[src/rtl/store_buffer.sv]
// rtl/store_buffer.sv - in-order speculative store buffer with commit, flush and drain
//
// Holds generated stores until the ROB commits them, then drains committed
// stores in order to the data-memory write port.
//
// Optional feature macro: STB_LDFWD_EN (store-to-load forwarding lookup).
//
// Ports:
//   clk, rst_n                         clock, asynchronous active-low reset
//   WE_AG, StrAddr_AG, store_data_AG,  allocate one store per cycle at tail
//   InstrNO_AG
//   stb_full, stb_empty                occupancy flags from registered pointers
//   commit_valid, commit_InstrNO       ROB retirement of the oldest uncommitted store
//   flush                              discard all uncommitted entries
//   mem_we, mem_addr, mem_wdata,       drain port, handshake on mem_ready
//   mem_ready
//   commit_err                         sticky illegal/mismatched commit flag
//   ld_addr, ld_hit, ld_data           forwarding lookup (tied off without macro)
module store_buffer #(
    parameter int DEPTH = 8,
    parameter int TAG_W = 32
) (
    input  logic             clk,
    input  logic             rst_n,
    input  logic             WE_AG,
    input  logic [31:0]      StrAddr_AG,
    input  logic [31:0]      store_data_AG,
    input  logic [TAG_W-1:0] InstrNO_AG,
    output logic             stb_full,
    input  logic             commit_valid,
    input  logic [TAG_W-1:0] commit_InstrNO,
    input  logic             flush,
    output logic             mem_we,
    output logic [31:0]      mem_addr,
    output logic [31:0]      mem_wdata,
    input  logic             mem_ready,
    output logic             commit_err,
    output logic             stb_empty,
    input  logic [31:0]      ld_addr,
    output logic             ld_hit,
    output logic [31:0]      ld_data
);

    localparam int AW = (DEPTH > 1) ? $clog2(DEPTH) : 1;
    typedef logic [AW:0] ptr_t;   // index plus wrap bit

    ptr_t head;                   // oldest entry
    ptr_t cptr;                   // oldest uncommitted entry
    ptr_t tail;                   // next free slot

    logic [31:0]      addr_q [DEPTH];
    logic [31:0]      data_q [DEPTH];
    logic [TAG_W-1:0] tag_q  [DEPTH];

    ptr_t count;
    logic commit_hit;
    logic commit_bad;
    logic alloc;
    logic pop;
    ptr_t cptr_nxt;

    assign count     = tail - head;
    assign stb_full  = (count == ptr_t'(DEPTH));
    assign stb_empty = (count == '0);

    assign commit_hit = commit_valid && (cptr != tail)
                        && (tag_q[cptr[AW-1:0]] == commit_InstrNO);
    assign commit_bad = commit_valid && !commit_hit;
    assign cptr_nxt   = commit_hit ? cptr + ptr_t'(1) : cptr;

    // Flush wins over allocate; a request while full is dropped.
    assign alloc = WE_AG && !stb_full && !flush;

    assign mem_we    = (head != cptr);
    // Gate the unreset storage so the drain port reads zero when idle.
    assign mem_addr  = mem_we ? addr_q[head[AW-1:0]] : '0;
    assign mem_wdata = mem_we ? data_q[head[AW-1:0]] : '0;
    assign pop       = mem_we && mem_ready;

    always_ff @(posedge clk or negedge rst_n) begin
        if (!rst_n) begin
            head       <= '0;
            cptr       <= '0;
            tail       <= '0;
            commit_err <= 1'b0;
        end else begin
            if (pop)
                head <= head + ptr_t'(1);
            cptr <= cptr_nxt;
            // Commit resolves first, so the entry committed this cycle survives.
            if (flush)
                tail <= cptr_nxt;
            else if (alloc)
                tail <= tail + ptr_t'(1);
            if (commit_bad)
                commit_err <= 1'b1;
        end
    end

    always_ff @(posedge clk) begin
        if (alloc) begin
            addr_q[tail[AW-1:0]] <= StrAddr_AG;
            data_q[tail[AW-1:0]] <= store_data_AG;
            tag_q[tail[AW-1:0]]  <= InstrNO_AG;
        end
    end

`ifdef STB_LDFWD_EN
    logic [AW-1:0] fwd_idx;

    // Walk oldest to youngest so the last match is the youngest store.
    always_comb begin
        ld_hit  = 1'b0;
        ld_data = '0;
        fwd_idx = '0;
        for (int i = 0; i < DEPTH; i++) begin
            fwd_idx = head[AW-1:0] + AW'(i);
            if ((ptr_t'(i) < count) && (addr_q[fwd_idx] == ld_addr)) begin
                ld_hit  = 1'b1;
                ld_data = data_q[fwd_idx];
            end
        end
    end
`else
    logic unused_ld_addr;
    assign unused_ld_addr = ^ld_addr;
    assign ld_hit  = 1'b0;
    assign ld_data = '0;
`endif

endmodule

[config.mk]
export PLATFORM = sky130hd
export DESIGN_NAME = store_buffer
export DESIGN_NICKNAME = d
export VERILOG_FILES = /design/src/rtl/store_buffer.sv
export SDC_FILE = /design/constraint.sdc
export NUM_CORES = 1
export LEC_CHECK = 0
export CAP_MARGIN = 10
export CORE_MARGIN = 1.5
export CORE_UTILIZATION = 36
export DETAILED_ROUTE_END_ITERATION = 6
export SLEW_MARGIN = 20
export SYNTH_ARGS = -nofsm -noshare
export SYNTH_HDL_FRONTEND = slang
export SYNTH_SLANG_ARGS = --single-unit
[constraint.sdc]
create_clock -name clk -period 9.6 [get_ports clk]
set_clock_uncertainty 0.1 [all_clocks]
set_input_delay 0.96 -clock clk [delete_from_list [all_inputs] [get_ports clk]]
set_output_delay 0.96 -clock clk [all_outputs]
set_load 0.05 [all_outputs]
# Word-level counts from Yosys, hierarchy flattened
# Memory sizes are Yosys's and may differ from the RTL's.
# Cells that the tools add are included.
# op_classes
add_sub_neg,4
n_eq_ne,4
mux,7
n_reduce_logical,11
# op_table
op,count
2-to-1 mux 32 bit,2
== test 32 bit,1
adder 4 x 1 -> 4 bit (second input constant),3
2-to-1 mux 4 bit,3
inequality test 4 bit,2
logical AND 1 bit,6
== test 4 bit (second input constant),1
zero test 4 bit,1
subtractor 4 bit,1
zero test 1 bit,3
2-to-1 mux 1 bit,2
nonzero test 2 bit,1
# word_totals
register_bits,13
ram_bits,768
out_inout_bits,101
elab_cells,33
memories,3
# mem_list
memory,depth,width,rd,rd_ports_with_merged_regs,write_ports,line,source
addr_q,8,32,1,0,1,51,logic [31:0] addr_q [DEPTH];
data_q,8,32,1,0,1,52,logic [31:0] data_q [DEPTH];
tag_q,8,32,1,0,1,53,logic [TAG_W-1:0] tag_q [DEPTH];

# Logic depth before layout (Yosys ltp)
# logic_depth
word_depth,7
ltp_mapped,13
ltp_nobuf,10

# Worst setup path after synthesis
# Ideal clock, no wire load.
# synth_timing
path_kind,register to register
startpoint,register head[1]
endpoint,"memory addr_q[0][0], enable pin"
t_arrival_ns,9.242
required_ns,8.832
path_slack_ns,-0.410
stages_incl_launch_ff,13
period_less_slack_ns,10.010
path_cell_list,dfrtp_1 > clkbuf_1 > clkbuf_1 > clkbuf_1 > inv_1 > ha_1 > nor2b_1 > o21ai_0 > nand2b_1 > xnor2_1 > o21ai_0 > or3_1 > nor3_1
# synth_via
elab_chain_cells,7
# synth_lines
item,line,source
start: declaration,47,ptr_t head;
start signal: assignment,88,head <= head + ptr_t'(1);
subtractor 4 bit,62,assign count = tail - head;
== test 4 bit,63,assign stb_full = (count == ptr_t'(DEPTH));
zero test 1 bit,72,assign alloc = WE_AG && !stb_full && !flush;
logical AND 1 bit (2 in series),72,
2-to-1 mux 1 bit,101,if (alloc) begin
2-to-1 mux 1 bit (not written as such),102,addr_q[tail[AW-1:0]] <= StrAddr_AG;
end: declaration,51,
# No other way between the ends.

# Worst setup path after layout
# layout_timing
startpoint,register head[1]
endpoint,output mem_addr[0]
# layout_via
elab_chain_cells,2
# layout_lines
item,line,source
memory read (8 x 32 bit) or inequality test 4 bit (tied branches),--,
2-to-1 mux 32 bit (*),76,assign mem_addr = mem_we ? addr_q[head[AW-1:0]] : '0;
end: declaration,34,"output logic [31:0] mem_addr,"
# Every way passes the cells marked *; elsewhere a longest branch is shown, timed or not.

==> flow_summary.json <==
{
  "status": "completed",
  "finalHoldViolCount": 0,
  "r2r-start": "head[2]",
  "drt_iter0_drc": 920,
  "cp_slowest_cell": "clkdlybuf4s50_1",
  "period_needed_ns": 5.61,
  "slowest_delay_ns": 0.87,
  "rsz0062_at_grt": "false",
  "clkSinkCount": 781,
  "cts-root-buf": "clkbuf_16",
  "p_leak_nw": 11.7,
  "antenna_found_initial": 11,
  "cellPowerDensity_nw_per_um2": 277,
  "wl_per_cell_um": 23.5,
  "synthCells": 1482,
  "rows": 106,
  "die_area_um2": 86500,
  "startpoint_type": "flip-flop",
  "dp_hpwl_mm": 37.7,
  "postCtsHoldBufs": 0,
  "vias": 14600,
  "die_h_um": 294,
  "cts_made_buffers": 84,
  "cp_cell_sequence": "buf_4, buf_4, mux4_2, nand2_1, a21oi_1, clkdlybuf4s50_1",
  "ys_seq_area_share_pct": 76.7,
  "fin_nets": 1897,
  "crit_required_ns": 8.54,
  "hp-start": "commit_err",
  "stdcell_count": 2925,
  "dp.cells": 2773,
  "postSynthAreaPerCell_um2": 20.6,
  "cts_resized": 0,
  "synthToLayoutAreaGrowth_pct": 19.3,
  "critPathMostFrequentCell": "buf_4",
  "routabilityCongestion": 0.732,
  "synth_largest_area_cell": "edfxtp_1",
  "first_pass_iters": 4,
  "synth_seq_cells": 781,
  "grt_remaining_overflow": 0,
  "ys.flop_type": "edfxtp_1",
  "fp.dieW_um": 294,
  "clockBufferDepth": 3,
  "grt_max_degree": 100,
  "crit_fanout": 58,
  "n_antenna_cell": 0,
  "fin_tns_setup_ns": 0,
  "max_slew_margin_pct": 37.5,
  "start_util_pct": 36.4,
  "drv_cap": 0,
  "final_util_pct": 43.4,
  "post_cts_buffers": 0,
  "yosysTopAreaCellShare_pct": 75.6,
  "antenna_left": 0,
  "min_path_type": "flip-flop to flip-flop",
  "coreArea_um2": 83800,
  "critPathCaptureType": "primary output",
  "drive_gt1_share_pct": 18.5,
  "setup_viol": 0,
  "synth_area_um2": 30500,
  "cts_tree": "built",
  "synth-edff-count": 768,
  "fin_ws_ns": 3.99,
  "cts_max_level": 3,
  "hold_ws_ns": 0.375,
  "period_share_pct": 58.4,
  "synth_async_sr_flop_share_pct": 1.66,
  "slew_viol_final": 0,
  "max_freq_mhz": 178,
  "grt_pass1_wl_mm": 101,
  "synth.distinct_cells": 45,
  "worstSetupPathType": "flip-flop to primary output",
  "worst_pin_slew_ns": 0.938,
  "crit_start": "head[1]",
  "wirelength_mm": 68.8,
  "grt_usage_pct": 16.1,
  "clk_pin_slew_ns": 0.06,
  "ir_drop_v": 0.000223,
  "clk_latency_ns": 0.63,
  "synth_area_leaders": "edfxtp_1 (76%), mux4_2 (12%), mux2i_1 (1.8%), nand2_1 (1.8%), a21oi_1 (1.1%)",
  "post-place-ws_ns": 4.45,
  "drc": 0,
  "io_pins": 267,
  "grt_pass1_vias": 15600,
  "yosysWarnings": 0,
  "port_buffers": 201,
  "vias_per_cell": 5.00,
  "arrival_ns": 4.55
}
[cell usage after synthesis, drive strengths merged (2+ instances only)]
library cell,n
nand2b,5
and3,5
nor2,15
o21ai,2
ha,6
a31o,2
mux2,3
a21oi,70
mux2i,55
dfrtp,13
nor3,2
nand3,7
mux4,176
a31oi,2
xor2,10
edfxtp,768
a22oi,14
nand4b,2
inv,8
nor4,2
clkbuf,34
xnor2,32
nand4,6
a2111oi,2
and2,3
buf,74
a21o,5
o211ai,2
nand2,144
nor2b,5
[power by group]
part	switching (W)	internal, W
Sequential	0.000140	0.00391
Combinational	0.00188	0.00113
Clock	0.00131	0.00173
Total	0.00333	0.00677
[layout make-up]
type / count / area (um^2)
clock buffer: 109 / 2270
fill: 7265 / 47400
tap: 1134 / 1420
clock inverter: 43 / 324
timing repair buffer: 233 / 2260
multi-input combinational: 616 / 6680
sequential: 781 / 23400
inverter: 9 / 33.8
[placed cells by master, fill, tap and decap left out, types with 4 or more instances in the layout]
cell	n
edfxtp_1	768
mux4_1	9
clkdlybuf4s50_1	201
nand4_1	6
nor2b_1	5
mux2i_1	55
nor2_4	6
clkinv_2	9
dfrtp_2	4
mux4_2	167
a21o_1	5
a21oi_1	70
inv_16	4
nand3_1	7
nand2_1	144
clkbuf_1	20
xor2_1	10
xnor2_1	32
buf_4	31
clkinv_1	23
nand2b_1	5
nor2_1	9
clkbuf_16	86
conb_1	33
inv_1	7
and3_1	5
ha_1	6
dfrtp_1	7
a22oi_1	14
[worst max-delay path: cells and delay by family, from the launching register on]
family,cells,cell delay [ns]
flops,1,0.76
mux,1,0.35
buf+inv,3,2.34
simple gates,1,0.06
compound gates,1,0.32
[worst paths after layout]
kind | endpoint | slack (ns) | cells past startpoint
worst max register to register | data_q[1][22] | 4.70 | 9
max in group asynchronous | head[0] | 8.20 | 1
worst min register to register | commit_err | 0.37 | 1
worst min-delay path | commit_err | 0.37 | 1
worst max-delay path | mem_addr[0] | 3.99 | 6
min in group asynchronous | head[1] | 0.66 | 1
[kinds of logic after synthesis]
family	share of synthesized area, %
xor gates and xnor gates	1.21
muxes	15.0
AOI/OAI and AO/OA	1.95
buffers and inverters	2.05
other	0.0123
and+or+nand+nor	2.82
adders and majority gates	0.246
DFF	76.7
[flip-flops by register name, summed over array words and instances, names as in the netlist]
register and count:
commit_err 1, data_q 256, tag_q 256, head 4, cptr 4, tail 4
addr_q 256
[metrics by stage]
step	total power, W	area, um^2
2_1_floorplan	0.00618	30600
3_3_place_gp	0.00718	33800
3_5_place_dp	0.00719	33800
4_1_cts	0.0103	36400
5_1_grt	0.0105	36400
6_report	0.0101	36400
[metal layers]
layer | routed length, um | vias up | GRT usage, %
met2 | 33000 | 386 | 26.3
met1 | 29300 | 7681 | 21.0
met5 | 138 | - | 0
met3 | 4740 | 115 | 4.41
li1 | - | 6430 | -
met4 | 1600 | 20 | 4.56
Power figures use the tool's default switching activity.
==> edit 1, RTL diff (same flow settings) <==
Make the reset (`rst_n`) synchronous in one clocked block. Comments in the files are not updated.
--- a/src/rtl/store_buffer.sv
+++ b/src/rtl/store_buffer.sv
@@ -77,7 +77,7 @@
     assign mem_wdata = mem_we ? data_q[head[AW-1:0]] : '0;
     assign pop       = mem_we && mem_ready;
 
-    always_ff @(posedge clk or negedge rst_n) begin
+    always_ff @(posedge clk) begin
         if (!rst_n) begin
             head       <= '0;
             cptr       <= '0;
Function: differs if rst_n is asserted again (counterexample within 4 cycles, from zero or initial values and one cycle with rst_n low); with rst_n held inactive, the same outputs for 4 cycles.
==> edit 1 against the original RTL <==
Area after synthesis up 0.37%. Worst setup slack gained 0.56 ns. Final area rose by 0.75%. Sequential share of layout area down 0.48 points. Wire length shrank 4.2%. Critical path depth shrank 1. Sequential cell count increased by 3. Critical path type unchanged. Critical endpoint is now mem_addr[5]. Largest cell class unchanged.
Power is not compared: it rests on default switching activity, and its combinational part moved more than twofold at a synthesized area within 25%.
==> edit 1: results (changes against the original RTL) <==
[run_status]
status = complete, no violations  ; unchanged

[cts]
cts_buffer_depth = 3  ; unchanged
post-cts-setup-buffers = 0  ; unchanged
clkTransAtPathRegs_ns = 0.06  ; about the same
ctsResizeCount = 0  ; unchanged
clk-insertion-delay-late_ns = 0.62
ctsHtreeMaxLevel = 3  ; unchanged
cts-root-buf = clkbuf_16  ; unchanged
cts_buffers = 82  ; was 84

[layout]
post_route_cells_drive_above_1_share_pct = 19.1  ; was 18.5%
finish.net_count = 1860  ; was 1897
num-fill-cells = 7168  ; was 7265

[route]
first_pass_iters = 7  ; was 4
viasPerCell = 4.97  ; was 5.00
drt_iter0_markers = 886  ; was 920
wire_per_inst_um = 22.8  ; was 23.5 um

[setup_path]
r2r_end = tail[2]  ; was data_q[1][22]
reg2regPathDepth = 10  ; was 9
critPathArrivalTime_ns = 3.99  ; was 4.55 ns
reg2reg_slack_ns = 4.69  ; was 4.70 ns
regToRegStartpoint = cptr[0]  ; was head[2]
cp_max_fo = 48  ; was 58
startpoint_type = flop  ; unchanged

[sta]
worst_slew_pin_slew_ns = 1.04  ; was 0.938 ns

[placement]
portBuffers = 201  ; unchanged
gp_congestion = 0.742  ; was 0.732
dp_hpwl_um = 33400  ; was 37700 um

[synth]
async_flop_share_pct = 0  ; was 1.66%
seq_area_frac_synth_pct = 76.4  ; was 76.7%
synth-edff-count = 768  ; unchanged
ys_warn_count = 0  ; unchanged
synthTopCellsByCount = edfxtp_1, mux4_2, mux2i_1, nor2_1, clkbuf_1  ; was edfxtp_1, mux4_2, nand2_1, a21oi_1, mux2i_1
ys_types = 49  ; was 45
ys_top_cells_by_area = edfxtp_1, mux4_2, mux2i_1  ; unchanged

[hold_path]
min_to = commit_err  ; unchanged
min-delay-start = commit_err  ; unchanged
hold_depth = 2  ; was 1
hold_path_class = flop to flop  ; unchanged

[global_routing]
grt_usage_pct = 15.3  ; was 16.1%
grt_pass1_wl_um = 97800  ; was 101000 um
antenna_found_initial = 7  ; was 11
grt_pass1_vias = 15400  ; was 15600
grt_max_degree = 98  ; was 100

[pwr]
leakagePower_nw = 11.1
ir_drop_v = 0.000180

[job]
maxCapViolations = 0  ; unchanged

[edit 1: cell types whose count changed after synthesis, moves of 13 or more]
cell,delta
mux2i_1,+83
dfxtp_1,+16
nand2_1,-129
a21oi_1,-61
dfrtp_1,-13
nor2_1,+61
[edit 1: worst max-delay path by stage]
stage	endpoint	slack [ns]
detailed placement	tail[2]	4.65
global placement	tail[2]	4.72
finish	mem_addr[5]	4.55
CTS	mem_addr[5]	4.37
global route	mem_addr[5]	4.16
floorplan	addr_q[1][0]	-2.04
[edit 1: cells by family (layout without fill, tap and decap cells)]
family                   after synthesis  in the layout  share of synthesized area, %
multiplexers                         303            303                          16.5
AO/OA/AOI/OAI                         66             66                          1.50
AND/OR/NAND/NOR                      140            140                          2.15
XOR/XNOR                              40             40                          1.14
other                                  1             35                        0.0123
buffers and inverters                112            384                          2.05
flip-flops                           784            784                          76.4
adder cells (fa/ha/maj)                6              6                         0.245
[edit 1: area by class of cell]
type,count,area [sq um],area share (%)
sequential,784,23400,63.8
inverter,9,33.8,0.0921
multi-input combinational,588,6790,18.5
tap,1134,1420,3.87
clock buffer,93,2110,5.76
timing repair buffer,223,2250,6.14
clock inverter,59,652,1.78
antenna,2,5.00,0.0137
[edit 1: worst max-delay path: stages, from the launching register on]
cell and delay [ns]:
dfxtp_4 0.86, buf_4 0.70, mux4_2 0.34, mux2i_1 0.07, nor2_1 0.42, clkdlybuf4s50_1 0.90
[edit 1: routing by layer]
layer,vias up,routed length [um],GRT usage [%]
met5,-,67,0
met3,106,3160,3.11
met2,331,32900,25.6
li1,6377,-,-
met4,10,1300,4.26
met1,7563,28500,20.4
[edit 1: where the power goes]
group          switching [W]  total (W)  internal (W)
Sequential         0.0000105    0.00381       0.00380
Combinational       0.000141   0.000232     0.0000915
Clock                0.00134    0.00319       0.00185
[edit 1: per-stage QoR]
step | power, W | area, sq um | hold slack [ns] | worst slack [ns] | std cells
global route | 0.00747 | 36700 | 0.375 | 4.16 | 2892
detailed placement | 0.00412 | 33900 | 0.361 | 4.65 | 2738
global placement | 0.00411 | 33900 | 0.358 | 4.72 | 2738
finish | 0.00724 | 36700 | 0.365 | 4.55 | 2892
floorplan | 0.00401 | 30700 | 0.394 | -2.04 | 1484
CTS | 0.00733 | 36700 | 0.371 | 4.37 | 2890
==> edit 2, RTL diff (same settings) <==
Made on the original files. `DEPTH`: 8 -> 4.
--- a/src/rtl/store_buffer.sv
+++ b/src/rtl/store_buffer.sv
@@ -17,7 +17,7 @@
 //   commit_err                         sticky illegal/mismatched commit flag
 //   ld_addr, ld_hit, ld_data           forwarding lookup (tied off without macro)
 module store_buffer #(
-    parameter int DEPTH = 8,
+    parameter int DEPTH = 4,
     parameter int TAG_W = 32
 ) (
     input  logic             clk,
Formal check against the unedited RTL: same outputs for any inputs over 4 cycles, from zero or initial values and one cycle with rst_n low; that may be too few to reach the edited logic, so the function may still have changed.
==> edit 2 against the original RTL <==
Worst setup slack better by 0.58 ns. Critical path depth unchanged. Register-to-register slack improved by 0.99 ns. Wire length shrank 55%. Power shrank 42%. Area after synthesis down 49%. Final area shrank 47%. Sequential cell count is 387 lower. Critical endpoint is now mem_we. Largest power group unchanged.
==> edit 2: results (changes against the original RTL) <==
[layout]
post_route_cells_drive_above_1_share_pct = 17.6  ; was 18.5%
finish.net_count = 1124  ; was 1897

[route]
first_pass_iters = 4  ; unchanged
wire_per_inst_um = 19.6  ; was 23.5 um
drt_iter0_markers = 367  ; was 920
num_vias = 7329  ; was 14600

[cts]
ctsResizeCount = 0  ; unchanged
ctsHtreeMaxLevel = 2  ; was 3
cts-root-buf = clkbuf_16  ; unchanged
clk-insertion-delay-late_ns = 0.54  ; was 0.63 ns
cts_buffers = 44  ; was 84
post-cts-setup-buffers = 0  ; unchanged
cts_buffer_depth = 3  ; unchanged
clkTransAtPathRegs_ns = 0.06  ; about the same

[placement]
portBuffers = 201  ; unchanged
place_area_sq_mm = 0.0181  ; was 0.0338 sq mm
gp_congestion = 0.684  ; was 0.732
dp_hpwl_um = 17900  ; was 37700 um

[global_routing]
antenna_found_initial = 1  ; was 11
grt_usage_pct = 14.1  ; was 16.1%
grt_pass1_wl_um = 47100  ; was 101000 um
grt-ovfl-total = 0  ; unchanged
grt_max_degree = 60  ; was 100
grt_pass1_vias = 8017  ; was 15600

[setup_path]
regToRegStartpoint = head[0]  ; was head[2]
critPathArrivalTime_ns = 3.97  ; was 4.55 ns
r2r_end = addr_q[0][24]  ; was data_q[1][22]
cp_top_family = buffers and inverters  ; unchanged
reg2regPathDepth = 7  ; was 9
reg2reg_slack_ns = 5.69  ; was 4.70 ns
cp_max_fo = 41  ; was 58
critPathSlowestCell = dfrtp_4  ; was clkdlybuf4s50_1
cpPeakStageDelay_ns = 0.80  ; was 0.87 ns

[hold_path]
hold_path_class = flop to flop  ; unchanged
min_to = commit_err  ; unchanged
min-delay-start = commit_err  ; unchanged
hold_depth = 1  ; unchanged

[synth]
synth-edff-count = 384  ; was 768
synth_xor_area_share_pct = 2.52  ; was 1.21%
synth_compound_area_share_pct = 0.474  ; was 1.95%
ys_warn_count = 0  ; unchanged
synthTopCellsByCount = edfxtp_1, mux4_2, nor2b_1, xnor2_1, buf_4  ; was edfxtp_1, mux4_2, nand2_1, a21oi_1, mux2i_1
ys_types = 35  ; was 45
ys_top_cells_by_area = edfxtp_1, mux4_2, nor2b_1  ; was edfxtp_1, mux4_2, mux2i_1
seq_area_frac_synth_pct = 75.6  ; was 76.7%
async_flop_share_pct = 2.54  ; was 1.66%
synthMuxAreaShare_pct = 14.1  ; was 15.0%
synthAdderAreaFrac_pct = 0.642  ; was 0.246%

[sta]
worst_slew_pin_slew_ns = 0.967  ; was 0.938 ns
finalHoldViolCount = 0  ; unchanged

[pwr]
leakagePower_nw = 6.32  ; was 11.7 nW
ir_drop_v = 0.000201  ; was 0.000223 V
p_int_w = 0.00381  ; was 0.00677 W

[run_status]
status = complete, no violations  ; unchanged

-- edit 2: changes by cell type after synthesis, sizes merged, moves of 5 or more --
cell    unedited run  this run
mux2i             55         0
a22oi             14         0
nor2b              5        65
edfxtp           768       384
nand2            144         5
xnor2             32        37
nand2b             5         0
nor2              15         6
buf               74        47
mux4             176        96
clkbuf            34        15
a21oi             70         0
-- edit 2: per-layer routing --
layer	vias up	global-route usage (%)	routed length, um
met3	49	4.22	2190
met1	3766	17.9	13000
li1	3307	-	-
met2	205	23.1	14800
met5	-	0	13
met4	2	5.07	692
-- edit 2: cell type report --
type                       instances  area [sq um]
fill                            3651         23400
sequential                       394         11800
multi-input combinational        291          3510
timing repair buffer             211          2090
clock buffer                      61          1210
tap                              585           732
clock inverter                    14           101
inverter                           8          30.0
antenna                            1          2.50
-- edit 2: through the flow --
| step | setup slack, ns | total power, W | cells | util [%] | hold WS [ns] |
|---|---|---|---|---|---|
| floorplan | 4.79 | 0.00369 | 755 | - | 0.400 |
| global placement | 4.87 | 0.00436 | 1489 | 42.3 | 0.368 |
| detailed placement | 4.92 | 0.00436 | 1489 | 42.3 | 0.375 |
| CTS | 4.31 | 0.00592 | 1564 | 45.4 | 0.385 |
| global route | 4.16 | 0.00608 | 1564 | 45.4 | 0.418 |
| finish | 4.57 | 0.00581 | 1565 | 45.4 | 0.377 |
-- edit 2: worst max-delay path by stage --
stage | to | from | slack, ns
2_1_floorplan | addr_q[0][0] | head[1] | 4.79
3_3_place_gp | mem_we | head[0] | 4.87
3_5_place_dp | mem_we | head[0] | 4.92
4_1_cts | mem_we | head[0] | 4.31
5_1_grt | mem_we | head[0] | 4.16
6_report | mem_we | head[0] | 4.57
-- edit 2: cells by family (layout without fill, tap and decap cells) --
family | after synthesis | in the layout
and+or+nand+nor | 98 | 98
other | 1 | 34
AOI/OAI and AO/OA | 10 | 10
DFF | 394 | 394
buffers and inverters | 70 | 294
muxes | 98 | 98
xor gates and xnor gates | 44 | 44
adders and majority gates | 8 | 8
-- edit 2: power by group through the flow --
stage / logic [W] / registers [W] / clock network (W)
after global routing: 0.00219 / 0.00224 / 0.00164
after floorplan: 0.00150 / 0.00219 / 0
after detailed placement: 0.00210 / 0.00226 / 0
after global placement: 0.00211 / 0.00225 / 0
after CTS: 0.00211 / 0.00223 / 0.00158
final: 0.00207 / 0.00222 / 0.00153
-- edit 2: worst reg2reg max path, stage by stage, from the launching register on --
cell and delay, ns:
dfrtp_4 0.80, ha_1 0.25, nor2b_1 0.17, xnor2_1 0.19, o21ai_0 0.24, nor2_1 0.26
and2_4 0.60, buf_4 0.85
